File: config.mk
export PLATFORM = sky130hd
export DESIGN_NAME = collision_scan_controller
export DESIGN_NICKNAME = d
export VERILOG_FILES = /design/src/rtl/collision_pkg.sv /design/src/rtl/collision_tag_pipe.sv /design/src/rtl/collision_scan_controller.sv
export SDC_FILE = /design/constraint.sdc
export NUM_CORES = 1
export LEC_CHECK = 0
export ABC_CLOCK_PERIOD_IN_PS = 4300
export CORE_AREA = 2 2 158 160
export CTS_CLUSTER_SIZE = 20
export DETAILED_ROUTE_END_ITERATION = 12
export DIE_AREA = 0 0 160 162
export GPL_ROUTABILITY_DRIVEN = 1
export PLACE_DENSITY = 0.83
export SLEW_MARGIN = 5
export SYNTH_ARGS = -nofsm -noshare
export SYNTH_HDL_FRONTEND = slang
export SYNTH_SLANG_ARGS = --single-unit
File: constraint.sdc
create_clock -name iClk -period 4.3 [get_ports iClk]
set_input_delay 0.86 -clock iClk [delete_from_list [all_inputs] [get_ports iClk]]
set_output_delay 0.86 -clock iClk [all_outputs]
set_load 0.02 [all_outputs]
File: src/rtl/collision_pkg.sv
// Shared types and sizing for the collision scan controller and its tag pipeline.
package collision_pkg;

  localparam int NUM_TARGETS = 32;
  localparam int TGT_W       = 5;
  localparam int DATA_W      = 160;

  typedef enum logic [1:0] {
    IDLE,
    ISSUE,
    DRAIN,
    DONE
  } state_t;

  typedef struct packed {
    logic             valid;
    logic [TGT_W-1:0] index;
  } tag_t;

endpackage

File: src/rtl/collision_tag_pipe.sv
// Delay line carrying {valid, index} tags alongside the checker so results can be
// matched to the target that produced them.
module collision_tag_pipe
  import collision_pkg::*;
#(
  parameter int DEPTH = 1
) (
  input  logic clk,
  input  logic reset,
  input  logic flush,
  input  tag_t push,
  output tag_t tail,
  output logic upstream_empty
);

  tag_t stages [DEPTH];

  always_ff @(posedge clk) begin
    if (reset || flush) begin
      for (int i = 0; i < DEPTH; i++) begin
        stages[i] <= '0;
      end
    end else begin
      stages[0] <= push;
      for (int i = 1; i < DEPTH; i++) begin
        stages[i] <= stages[i-1];
      end
    end
  end

  assign tail = stages[DEPTH-1];

  // High when nothing is in flight except (possibly) the tail entry being consumed now.
  always_comb begin
    upstream_empty = 1'b1;
    for (int i = 0; i < DEPTH - 1; i++) begin
      if (stages[i].valid) begin
        upstream_empty = 1'b0;
      end
    end
  end

endmodule

File: src/rtl/collision_scan_controller.sv
// Sweeps the shared CollisionChecker over every enabled target and gathers a result vector.
// Optional feature macro: COLLISION_EARLY_EXIT_EN (stop the scan at the first captured hit).
module collision_scan_controller #(
  parameter int NUM_TARGETS = collision_pkg::NUM_TARGETS,
  parameter int TGT_W       = collision_pkg::TGT_W,
  parameter int DATA_W      = collision_pkg::DATA_W,
  parameter int CHECK_LAT   = 1
) (
  input  logic                   iClk,
  input  logic                   iReset,
  input  logic                   iStart,
  input  logic [DATA_W-1:0]      iData,
  input  logic [NUM_TARGETS-1:0] iTargetMask,
  output logic                   oBusy,
  output logic                   oDone,
  output logic [NUM_TARGETS-1:0] oResult,
  output logic                   oAnyHit,
  output logic [TGT_W-1:0]       oFirstHit,
  output logic [TGT_W-1:0]       oChkTarget,
  output logic [DATA_W-1:0]      oChkData,
  input  logic                   iChkResult
);

  import collision_pkg::*;

  state_t                 state;
  state_t                 next_state;
  logic [NUM_TARGETS-1:0] pending_mask;
  logic [NUM_TARGETS-1:0] remaining_mask;
  logic [NUM_TARGETS-1:0] result_reg;
  logic [DATA_W-1:0]      data_reg;
  logic [TGT_W-1:0]       issue_idx;
  logic [TGT_W-1:0]       first_hit;
  tag_t                   push_tag;
  tag_t                   tail_tag;
  logic                   upstream_empty;
  logic                   accept;
  logic                   capture;
  logic                   capture_hit;
  logic                   flush;

  assign accept      = (state == IDLE) && iStart;
  assign capture     = ((state == ISSUE) || (state == DRAIN)) && tail_tag.valid;
  assign capture_hit = capture && iChkResult;

  // Lowest still-pending target; masked targets never occupy an issue cycle.
  always_comb begin
    issue_idx = '0;
    for (int i = NUM_TARGETS - 1; i >= 0; i--) begin
      if (pending_mask[i]) begin
        issue_idx = TGT_W'(i);
      end
    end
  end

  always_comb begin
    remaining_mask            = pending_mask;
    remaining_mask[issue_idx] = 1'b0;
  end

  always_comb begin
    push_tag       = '0;
    push_tag.valid = (state == ISSUE);
    push_tag.index = issue_idx;
  end

  always_comb begin
    next_state = state;
    case (state)
      IDLE: begin
        if (iStart) begin
          next_state = (iTargetMask == '0) ? DONE : ISSUE;
        end
      end
      ISSUE: begin
`ifdef COLLISION_EARLY_EXIT_EN
        if (capture_hit) begin
          next_state = DONE;
        end else if (remaining_mask == '0) begin
          next_state = DRAIN;
        end
`else
        if (remaining_mask == '0) begin
          next_state = DRAIN;
        end
`endif
      end
      DRAIN: begin
`ifdef COLLISION_EARLY_EXIT_EN
        if (capture_hit || upstream_empty) begin
          next_state = DONE;
        end
`else
        if (upstream_empty) begin
          next_state = DONE;
        end
`endif
      end
      DONE: begin
        next_state = IDLE;
      end
      default: begin
        next_state = IDLE;
      end
    endcase
  end

  // Entering DONE discards anything still in flight (only non-empty on an early exit).
  assign flush = accept || (next_state == DONE);

  always_ff @(posedge iClk) begin
    if (iReset) begin
      state <= IDLE;
    end else begin
      state <= next_state;
    end
  end

  always_ff @(posedge iClk) begin
    if (iReset) begin
      pending_mask <= '0;
      data_reg     <= '0;
      result_reg   <= '0;
      first_hit    <= '0;
    end else begin
      if (accept) begin
        pending_mask <= iTargetMask;
        data_reg     <= iData;
        result_reg   <= '0;
        first_hit    <= '0;
      end else if (state == ISSUE) begin
        pending_mask <= remaining_mask;
      end
      if (capture) begin
        result_reg[tail_tag.index] <= iChkResult;
        if (iChkResult && (result_reg == '0)) begin
          first_hit <= tail_tag.index;
        end
      end
    end
  end

  collision_tag_pipe #(
    .DEPTH (CHECK_LAT)
  ) u_tag_pipe (
    .clk            (iClk),
    .reset          (iReset),
    .flush          (flush),
    .push           (push_tag),
    .tail           (tail_tag),
    .upstream_empty (upstream_empty)
  );

  assign oBusy      = (state != IDLE);
  assign oDone      = (state == DONE);
  assign oResult    = result_reg;
  assign oAnyHit    = |result_reg;
  assign oFirstHit  = first_hit;
  assign oChkTarget = (state == ISSUE) ? issue_idx : '0;
  assign oChkData   = data_reg;

endmodule

==> out/results.env <==
OUTCOME='completed'
LAYOUT.CELLS.NON_FILLER=1952
LAYOUT-DRIVE-GT1-SHARE_PCT=4.057
WORST-SETUP-PATH-TYPE='reg2out'
LAYOUT.CELLS.MOST_COMMON='sky130_fd_sc_hd__clkdlybuf4s50_1'
TRITONCTS='done'
SYN_NETS=1462
DRT-PASS1-ITER-COUNT=5
FMAXACHIEVABLE_MHz=240.8
SETUP_TNS_NS=0
FIN_CRIT_SH_PCT=96.58
YOSYS-TOP-CELLS-AREA='sky130_fd_sc_hd__dfxtp_1 49%, sky130_fd_sc_hd__nand2_1 15%, sky130_fd_sc_hd__a21oi_1 13%'
LAYOUT_MIN_CYCLE_TIME_NS=4.153
TRACK_USAGE_PCT=26.73
MIN-DELAY-START='oChkData[97]'
FLOORPLAN.INITIALDENSITY_PCT=40.12
BOUNDARYPINS=401
POST_DRT_WL_PER_CELL_UM=18.50
CLKTRANSATPATHREGS_NS=0.06
YOSYS_REGISTER_BITS=237
R2R_CELLS=11
ROUTE.ANTENNA.REMAINING_NETS=0
SYNTHTOLAYOUTAREAGROWTH_PCT=52.81
HOLDPATHEND='oChkData[97]'
FILLERS=2073
PORT_BUFFERS=400
ANTENNA_FOUND_INITIAL=1
FINALHOLDVIOLATIONS=0
NUM_ROWS=57
FINAL_MAX_TRAN_VIOLS=0
CORE_REGION_AREA_UM2=24110
SETUP_SLACK_NS=0.1469
MOST-COMMON-LAYOUT-CELLS='398 x sky130_fd_sc_hd__clkdlybuf4s50_1, 393 x sky130_fd_sc_hd__nand2_1, 243 x sky130_fd_sc_hd__a21oi_1, 237 x sky130_fd_sc_hd__dfxtp_1, 55 x sky130_fd_sc_hd__o211ai_1'
P_TOTAL_mW=8.640
WORST_IR_DROP_ON_VDD_uV=484.3
CHIPHEIGHT_UM=162
SETUP.WORST_PATH.END_CLASS='output pin'
TIMING.CRITICAL_PATH.SLOWEST_STAGE_CELL='sky130_fd_sc_hd__clkdlybuf4s50_1'
POSTROUTEWIRELENGTH_UM=36110
CP_MAX_FO=6
NNETSFINAL=1811
GRT_PASS1_WL_UM=55960
WORSTHOLDPATHTYPE='reg2reg'
WORST_R2R_STARTPOINT='pending_mask[0]'
CRIT-REG2REG-CAPTURE='u_tag_pipe.stages[0][3]'
POWER_DENSITY_nW_PER_UM2=584.7
GP_CONGESTION=0.9391
RELSLEWSLACK_PCT=30.01
FINAL_CORE_UTILIZATION_PCT=61.30
DRT-VIAS-PER-INSTANCE=5.400
CTS.ROOT.BUFFER_CELL='sky130_fd_sc_hd__clkbuf_16'
GRT_OVERFLOW_TOTAL=0
POST_SYNTH_NUM_CELL_TYPES=53
CRIT_PATH_CELL_TRACE='nand2b_1, a221oi_1, or4_1, a211o_1, a21boi_1, nor2_1, and2_1, clkdlybuf4s50_1'
WORSTMARGINPINSLEW_NS=1.035
HTREE_NUM_LEVELS=1
CRITICAL_PATH.MAX_STAGE_DELAY_NS=0.53
CELLLEAKAGEPOWER_nW=5.293
SYNTH_FLOP_CELL='sky130_fd_sc_hd__dfxtp_1'
CTS.SINKS=237
MAX-CLOCK-PATH-BUFFERS=3
SETUP.REG_TO_REG.WORST_SLACK_NS=0.55
FIRST_GLOBAL_VIAS=10200
NETLIST.TOP_CELL.BY_AREA='sky130_fd_sc_hd__dfxtp_1'
DR_TOTAL_VIAS=10540
MAXCAPVIOLCOUNT=0
CLK_LATENCY_NS=0.52
GRT_MAX_DEGREE=144
SUMMED_INSTANCE_AREA_OF_THE_SYNTHESIZED_NETLIST_UM2=9671
SEQ_AREA_FRAC_SYNTH_PCT=49.06
POSTSYNTHCELLCOUNT=1261
DETAILEDROUTE.FIRSTITERATIONVIOLATIONS=909
CRITPATHLAUNCHTYPE='flip-flop'
DETAILEDPLACEMENTHPWL_UM=25430
ARRIVAL_NS=3.29
DIE_EXTENT_IN_X_UM=160
MAXIMUM_CLOCK_SKEW_AT_FINAL_LAYOUT_NS=0.01115
NUMBER_OF_CLOCK_BUFFERS_INSERTED_BY_TRITONCTS=26
DRC_ERRORS=0
SYNTHARSTFLOPSHARE_PCT=0
HOLD-PATH-CELL-COUNT=2
ENDPOINTS_FAILING_SETUP=0
WORSTSETUPSTARTPOINT='pending_mask[30]'
GRT_SETUP_UNREPAIRED='false'
DIEAREA_UM2=25920
YOSYS_WARNINGS=0
WORST_EP_REQUIRED_TIME_NS=3.44
SYN_AVG_CELL_AREA_UM2=7.669
DPL.CELL_COUNT=1906
DETAILEDPLACE.WORSTSLACK_NS=0.4703
SYNTH.TOP_CELL.AREA_SHARE_PCT=49.06
SYNTH_EDF_COUNT=0
[flip-flops by register name (all words and copies together), names as in the netlist]
register and flops:
u_tag_pipe.stages 6, oFirstHit 5, pending_mask 32, oChkData 160, oResult 32, state 2
[cells in the mapped netlist, types with 2 or more instances]
master and count:
sky130_fd_sc_hd__nand4_1 8, sky130_fd_sc_hd__a221oi_1 2, sky130_fd_sc_hd__o211a_1 3, sky130_fd_sc_hd__nor3b_1 3, sky130_fd_sc_hd__a21boi_0 4, sky130_fd_sc_hd__or2_2 2, sky130_fd_sc_hd__and3_1 2, sky130_fd_sc_hd__inv_1 11
sky130_fd_sc_hd__o31a_1 2, sky130_fd_sc_hd__nor4b_1 2, sky130_fd_sc_hd__o32ai_1 2, sky130_fd_sc_hd__and3b_1 2, sky130_fd_sc_hd__a21oi_1 243, sky130_fd_sc_hd__o21ai_0 5, sky130_fd_sc_hd__o21bai_1 2, sky130_fd_sc_hd__ha_1 5
sky130_fd_sc_hd__clkbuf_1 89, sky130_fd_sc_hd__or4_1 10, sky130_fd_sc_hd__a31oi_1 2, sky130_fd_sc_hd__nand3_1 49, sky130_fd_sc_hd__nor2b_1 3, sky130_fd_sc_hd__nand2b_1 3, sky130_fd_sc_hd__nor4_1 25, sky130_fd_sc_hd__nand3b_1 3
sky130_fd_sc_hd__buf_1 2, sky130_fd_sc_hd__and2_1 11, sky130_fd_sc_hd__nor3_1 13, sky130_fd_sc_hd__a211oi_1 3, sky130_fd_sc_hd__o211ai_1 55, sky130_fd_sc_hd__nor2_1 32, sky130_fd_sc_hd__o31ai_1 10, sky130_fd_sc_hd__nand2_1 394
sky130_fd_sc_hd__o22ai_1 2, sky130_fd_sc_hd__dfxtp_1 237, sky130_fd_sc_hd__or3_1 2
[metal layers]
metal	part of all wire (%)	global-route usage [%]
met5	0	0
met2	48	45.18
met4	4.3	11.14
met3	9.0	7.406
met1	39	32.18
[through the flow]
step	area [um2]	hold WS (ns)
after detailed placement	13910	0.4456
after global routing	14780	0.4665
after global placement	13910	0.4402
final	14780	0.4505
after floorplan	9671	0.4948
after CTS	14770	0.4534
[power breakdown]
group	internal, mW	leakage (nW)	total [mW]	switching (mW)
clock	1.34	0.428	2.23	0.887
sequential	2.58	1.94	2.89	0.316
combinational	1.34	2.93	3.52	2.17
[worst max-delay path by stage]
stage                              end  slack [ns]
2_1_floorplan  u_tag_pipe.stages[0][3]        0.99
3_3_place_gp   u_tag_pipe.stages[0][4]        0.53
3_5_place_dp   u_tag_pipe.stages[0][3]        0.47
4_1_cts                  oChkTarget[0]        0.02
5_1_grt                  oChkTarget[0]        0.06
6_report                 oChkTarget[0]        0.15
[critical path: cells and delay by family, from the launching register on]
kind	cells	cell delay (ns)
buffers and inverters	1	0.53
AOI/OAI and AO/OA	3	0.86
DFF	1	0.40
and+or+nand+nor	4	1.00
[what timing repair did]
item                       in CTS  in global routing
setup buffers                   0                  0
gates resized for setup         1                  2
cloned                          0                  0
hold buffers                    0                  0
setup endpoints to repair       1                  2
[cells by family (layout without fill, tap and decap cells)]
family	after synthesis	after routing	share of synthesized area (%)
fa+ha+maj	6	6	0.7504
flops	237	237	49.06
other cells	0	1	0
simple gates	567	567	25.29
compound gates	347	347	20.83
buf+inv	104	470	4.063
[cell type report]
class                           instances  area (um2)  share of cell area (%)
Clock buffer                           35       755.7                   5.114
Timing Repair Buffer                  414        4175                   28.25
Multi-Input combinational cell        920        4547                   30.77
Antenna cell                            1       2.502                 0.01693
Tap cell                              324       405.4                   2.743
Inverter                               11       41.29                  0.2794
Clock inverter                         10       106.4                  0.7197
Sequential cell                       237        4745                   32.11
(Power assumes the default switching activity.)
